===== config.mk =====
export PLATFORM = sky130hd
export DESIGN_NAME = lsu_redund_ctrl
export DESIGN_NICKNAME = d
export VERILOG_FILES = /design/src/rtl/lsu_redund_pkg.sv /design/src/rtl/lsu_redund_slot.sv /design/src/rtl/lsu_redund_ctrl.sv
export SDC_FILE = /design/constraint.sdc
export NUM_CORES = 1
export LEC_CHECK = 0
export BUFFER_PORTS_ARGS = -buffer_cell sky130_fd_sc_hd__buf_2
export CAP_MARGIN = 20
export CORE_ASPECT_RATIO = 1.1
export CORE_MARGIN = 2
export CORE_UTILIZATION = 40
export CTS_CLUSTER_SIZE = 20
export DETAILED_ROUTE_END_ITERATION = 10
export PLACE_DENSITY = 0.72
export SETUP_SLACK_MARGIN = 0.4
export SYNTH_ARGS = -nofsm -noshare
export SYNTH_HDL_FRONTEND = slang
export SYNTH_HIERARCHICAL = 1
export SYNTH_SLANG_ARGS = --single-unit

===== constraint.sdc =====
create_clock -name clk -period 4.24 [get_ports clk]
set_clock_uncertainty 0.15 [all_clocks]
set_input_delay 0.636 -clock clk [delete_from_list [all_inputs] [get_ports clk]]
set_output_delay 0.636 -clock clk [all_outputs]
set_load 0.03 [all_outputs]

===== src/rtl/lsu_redund_pkg.sv =====
// Shared definitions for the redundant LSU writeback checker.
// Holds the FSM state encoding, the fault_code values and the bit offsets
// of the writeback packet fields. Packet layout, MSB -> LSB:
//   wdat[XLEN] | itag[ITAG_W] | badaddr[ADDR_W] | err | ld | st | buserr
package lsu_redund_pkg;

  typedef enum logic [1:0] {
    ST_COLLECT = 2'd0,
    ST_CMP     = 2'd1,
    ST_OUT     = 2'd2,
    ST_FAULT   = 2'd3
  } state_t;

  localparam logic [1:0] FC_NONE     = 2'b00;
  localparam logic [1:0] FC_MISMATCH = 2'b01;
  localparam logic [1:0] FC_TIMEOUT  = 2'b10;

  // Fixed single-bit flag positions at the bottom of the packet
  localparam int OFF_BUSERR  = 0;
  localparam int OFF_ST      = 1;
  localparam int OFF_LD      = 2;
  localparam int OFF_ERR     = 3;
  localparam int OFF_BADADDR = 4;

  // Offsets of the width-dependent fields
  function automatic int off_itag(input int addr_w);
    return OFF_BADADDR + addr_w;
  endfunction

  function automatic int off_wdat(input int addr_w, input int itag_w);
    return off_itag(addr_w) + itag_w;
  endfunction

  function automatic int pkt_width(input int xlen, input int itag_w, input int addr_w);
    return off_wdat(addr_w, itag_w) + xlen;
  endfunction

endpackage


===== src/rtl/lsu_redund_slot.sv =====
// Single-entry valid/ready capture register.
// Ports:
//   clk, rst_n       clock, asynchronous active-low reset (clears full only)
//   en               slot may accept (controller is collecting)
//   in_valid/in_ready/in_pkt  upstream handshake
//   accept           handshake happening this cycle
//   clr              drop the held entry
//   full, pkt        held entry status and contents
module lsu_redund_slot #(
  parameter int PKT_W = 69
) (
  input  logic             clk,
  input  logic             rst_n,
  input  logic             en,
  input  logic             in_valid,
  output logic             in_ready,
  input  logic [PKT_W-1:0] in_pkt,
  output logic             accept,
  input  logic             clr,
  output logic             full,
  output logic [PKT_W-1:0] pkt
);

  logic             full_q;
  logic [PKT_W-1:0] pkt_q;

  assign in_ready = en & ~full_q;
  assign accept   = in_valid & in_ready;
  assign full     = full_q;
  assign pkt      = pkt_q;

  always_ff @(posedge clk or negedge rst_n) begin
    if (!rst_n) begin
      full_q <= 1'b0;
    end else if (clr) begin
      full_q <= 1'b0;
    end else if (accept) begin
      full_q <= 1'b1;
    end
  end

  // Payload is qualified by full_q, so it carries no reset
  always_ff @(posedge clk) begin
    if (accept) begin
      pkt_q <= in_pkt;
    end
  end

endmodule


===== src/rtl/lsu_redund_ctrl.sv =====
// Lockstep checker between main-core and shadow-core LSU writebacks.
// Each side is captured into its own slot; once both are held the packets
// are compared bitwise. A match is forwarded on the o_* handshake, a
// mismatch or an excessive main/shadow skew parks the block in FAULT until
// clr_fault.
// Ports:
//   clk, rst_n                  clock, asynchronous active-low reset
//   m_valid/m_ready/m_pkt       main-core writeback in
//   s_valid/s_ready/s_pkt       shadow-core writeback in
//   o_valid/o_ready/o_pkt       checked writeback out
//   clr_fault                   pulse to leave FAULT
//   fault, fault_code           fault status (00 none, 01 mismatch, 10 timeout)
//   fault_cnt                   saturating count of FAULT entries
//   lsu_active                  busy hint for clock gating
module lsu_redund_ctrl
  import lsu_redund_pkg::*;
#(
  parameter  int XLEN    = 32,
  parameter  int ITAG_W  = 1,
  parameter  int ADDR_W  = 32,
  parameter  int TMO_CYC = 16,
  localparam int PKT_W   = pkt_width(XLEN, ITAG_W, ADDR_W)
) (
  input  logic             clk,
  input  logic             rst_n,
  input  logic             m_valid,
  output logic             m_ready,
  input  logic [PKT_W-1:0] m_pkt,
  input  logic             s_valid,
  output logic             s_ready,
  input  logic [PKT_W-1:0] s_pkt,
  output logic             o_valid,
  input  logic             o_ready,
  output logic [PKT_W-1:0] o_pkt,
  input  logic             clr_fault,
  output logic             fault,
  output logic [1:0]       fault_code,
  output logic [7:0]       fault_cnt,
  output logic             lsu_active
);

  localparam logic [7:0] TMO_L = 8'(TMO_CYC);

  function automatic logic [7:0] sat_inc8(input logic [7:0] v);
    return (v == 8'hFF) ? v : v + 8'd1;
  endfunction

  state_t           state, state_nxt;
  logic             a_full, b_full, a_hs, b_hs;
  logic [PKT_W-1:0] a_pkt, b_pkt;
  logic [7:0]       skew_cnt, skew_nxt;
  logic [1:0]       code_q, code_nxt;
  logic [7:0]       fcnt_q;
  logic             fault_entry;
  logic             collect, slot_clr;

  assign collect  = (state == ST_COLLECT);
  assign slot_clr = ((state == ST_OUT) & o_ready) | ((state == ST_FAULT) & clr_fault);

  lsu_redund_slot #(.PKT_W(PKT_W)) u_slot_a (
    .clk      (clk),
    .rst_n    (rst_n),
    .en       (collect),
    .in_valid (m_valid),
    .in_ready (m_ready),
    .in_pkt   (m_pkt),
    .accept   (a_hs),
    .clr      (slot_clr),
    .full     (a_full),
    .pkt      (a_pkt)
  );

  lsu_redund_slot #(.PKT_W(PKT_W)) u_slot_b (
    .clk      (clk),
    .rst_n    (rst_n),
    .en       (collect),
    .in_valid (s_valid),
    .in_ready (s_ready),
    .in_pkt   (s_pkt),
    .accept   (b_hs),
    .clr      (slot_clr),
    .full     (b_full),
    .pkt      (b_pkt)
  );

  // Next-state: a side counts as present if already held or captured on
  // this edge, which is what gives the two-cycle handshake-to-output latency.
  always_comb begin
    state_nxt   = state;
    skew_nxt    = '0;
    code_nxt    = code_q;
    fault_entry = 1'b0;
    case (state)
      ST_COLLECT: begin
        if ((a_full | a_hs) & (b_full | b_hs)) begin
          state_nxt = ST_CMP;
        end else if (a_full ^ b_full) begin
          skew_nxt = skew_cnt + 8'd1;
          if (skew_nxt == TMO_L) begin
            state_nxt   = ST_FAULT;
            code_nxt    = FC_TIMEOUT;
            skew_nxt    = '0;
            fault_entry = 1'b1;
          end
        end
      end
      ST_CMP: begin
        if (a_pkt == b_pkt) begin
          state_nxt = ST_OUT;
        end else begin
          state_nxt   = ST_FAULT;
          code_nxt    = FC_MISMATCH;
          fault_entry = 1'b1;
        end
      end
      ST_OUT: begin
        if (o_ready) begin
          state_nxt = ST_COLLECT;
        end
      end
      ST_FAULT: begin
        if (clr_fault) begin
          state_nxt = ST_COLLECT;
          code_nxt  = FC_NONE;
        end
      end
      default: state_nxt = ST_COLLECT;
    endcase
  end

  always_ff @(posedge clk or negedge rst_n) begin
    if (!rst_n) begin
      state    <= ST_COLLECT;
      skew_cnt <= '0;
      code_q   <= FC_NONE;
      fcnt_q   <= '0;
    end else begin
      state    <= state_nxt;
      skew_cnt <= skew_nxt;
      code_q   <= code_nxt;
      if (fault_entry) begin
        fcnt_q <= sat_inc8(fcnt_q);
      end
    end
  end

  // Outputs decode from state so an async reset drops o_valid at once;
  // o_pkt is gated because the slot payload itself is not reset.
  assign o_valid    = (state == ST_OUT);
  assign o_pkt      = o_valid ? a_pkt : '0;
  assign fault      = (state == ST_FAULT);
  assign fault_code = code_q;
  assign fault_cnt  = fcnt_q;
  assign lsu_active = a_full | b_full | m_valid | s_valid | ~collect;

endmodule


==> qor.csv <==
metric,value,unit
Routed WL,14700,um
Final Hold Fails,0,
# resized after CTS,0,
Die ar.,17600,sq um
GR Util met2,30.2,%
CP Data Required Time,3450,ps
maximum clock frequency,304,MHz
Clock Pin Slew Worst Setup and Hold Paths,60,ps
final worst slack,947,ps
"commonest non-fill, non-tap cells in the layout","buf_2, edfxtp_1, and2_1, xor2_1, dfrtp_1",
CP max FO,43,
Core Region,16200,sq um
vias in the first global route,4623,
# DRC,0,
hpwl dp,10700,um
final setup violating endpoints,0,
leakage,0.00367,uW
antenna fix cells,0,
IO Pins,228,
Worst R2R End,fault_cnt[1],
Die Ht,139,um
Setup CP Type,flop to output port,
DRT iter0 DRCs,145,
clock latency on the worst-skew pair,410,ps
maximum VDD drop,0.332,mV
met3 GRT Util,5.52,%
Post-CTS Setup Inserts,0,
Ys Warns,6,
design area,8700,sq um
clk sinks,160,
# placed instances,865,
DR vias,4248,
RePlAce Congestion,0.800,
Clock Path Buffers,2,
GRT Util Overall,17.2,%
worst slew pin tran,975,ps
Pre-antenna DRT Iters,4,
Routed Antenna Nets,0,
Worst slew margin,35.0,%
count of pins over their slew limit,0,
Row Count,49,
Die Wd,127,um
port bufs,227,
initial antenna violation count,0,
post-place setup slack,1350,ps
nets@finish,828,
Power Total,5740,uW
Post-DP Area,8010,sq um
number of max-cap violations,0,
Worst setup endpoint,o_pkt[62],
met1 GRT Util,19.9,%
Layout area overhead,31.5,%
GRT overflow,0,
CTS Hold Buffers Added,0,
global-route wire length before repair,23400,um
Top Usage Layer GRT,met2,
"FFs w/ async S/R, synth",13.8,%
status,completed,
Hold WC Path Type,primary input to asynchronous set/reset pin,
CP arrival,2510,ps
PwrDens,660,nW/um^2
Final period util,77.7,%
cells after synthesis,439,
FF-to-FF path depth,6,
Syn Std Cell Area,6620,sq um
"most common cell after layout, fill and taps aside",buf_2,
fin crit period,3290,ps
Avg WL per Cell,16.4,um
CTS tree,built,
H-tree Lvls,4,
post-synth net total,587,
sequential-to-total area share from yosys stat,70.9,%
initial core utilization,40.7,%
Finished Layout Cells,896,
clk root buf,clkbuf_16,
FILL cells,1374,
DR vias/cell,4.74,
cts bufs inserted,17,
reg2reg start,u_slot_a/pkt[42],
share of layout cells above drive strength 1,39.5,%
Sum Neg Setup Slack,0,ps
syn_area_per_cell,15.1,sq um
synth unique cells,36,
RSZ-0062 raised after global routing,no,
Main synth FF type,edfxtp_1,
#FFs+latches synth,160,
largest net degree at the start of global routing,70,
Critical Path End Type,output port,
CP startpoint,state[1],
reg2reg setup slack,1480,ps
number of synthesized flops with an enable pin,138,
CP Launch Type,flop,
[worst min path at each step]
stage | startpoint | to | slack (ps) | depth (start not counted)
floorplan | rst_n | fault_cnt[0] | 190 | 0
global placement | fault_cnt[7] | fault_cnt[7] | 330 | 1
detailed placement | skew_cnt[0] | skew_cnt[0] | 340 | 1
CTS | rst_n | fault_cnt[6] | 30 | 1
global route | rst_n | fault_cnt[6] | 50 | 1
finish | rst_n | fault_cnt[7] | 30 | 1
[worst max-delay path: stages, from the launching register on]
cell and delay, ps:
dfrtp_1 460, inv_1 170, nor2_4 680, buf_4 380, and2_1 190, buf_2 200
[sequential cells by signal (all words and copies together) (netlist names)]
name and flops:
fault_code 2, u_slot_a/pkt 69, u_slot_a/full 1, skew_cnt 8, u_slot_b/full 1, fault_cnt 8, u_slot_b/pkt 69, state 2
[cell usage after synthesis, types with 3 or more instances]
cell      count  share of area, %
ha_1          4              0.76
nand3_1       7              0.53
and2_1       74               7.0
nor2_1       21               1.2
dfrtp_1      22               8.3
xor2_1       71               9.4
o21ai_0       4              0.30
inv_1         9              0.51
edfxtp_1    138                63
xnor2_1      12               1.6
nor4_1       16               1.5
clkbuf_1      8              0.45
nand4_1       7              0.66
nand2_1      11              0.62
nor3_1        6              0.45
a21oi_1       3              0.23
[power breakdown]
group	total [uW]	internal (uW)	switching [uW]	leakage, uW
Combinational	1710	555	1150	0.00179
Clock	1770	1160	607	0.000331
Sequential	2260	2070	189	0.00155
[layout make-up]
class / count / area, sq um / share of cell area (%)
Tap cell: 204 / 255 / 2.93
Sequential cell: 160 / 4690 / 54.0
Multi-Input combinational cell: 262 / 1870 / 21.5
Timing Repair Buffer: 230 / 1160 / 13.3
Clock inverter: 13 / 258 / 2.96
Inverter: 9 / 33.8 / 0.388
Clock buffer: 18 / 429 / 4.93
[per-stage QoR]
| stage | utilization, % | hold WS, ps |
|---|---|---|
| after CTS | 53.6 | 31.2 |
| after detailed placement | 49.3 | 337 |
| final | 53.6 | 26.8 |
| after global placement | 49.3 | 328 |
| after floorplan | - | 190 |
| after global routing | 53.6 | 49.1 |
[per-layer routing]
layer  share of wire (%)  wire [um]
met1                  40       5850
met2                  52       7710
met3                 5.8        854
met4                 2.0        294
met5                   0          0
[cells by family (layout without fill, tap and decap cells)]
kind of cell | Yosys count | count (layout) | share of synthesized area (%)
simple gates | 154 | 154 | 13.8
compound gates | 18 | 18 | 2.00
fa+ha+maj | 4 | 4 | 0.756
mux | 3 | 3 | 0.529
flops | 160 | 160 | 70.9
buf+inv | 17 | 270 | 0.964
xor+xnor | 83 | 83 | 11.0
(Power assumes the default switching activity.)
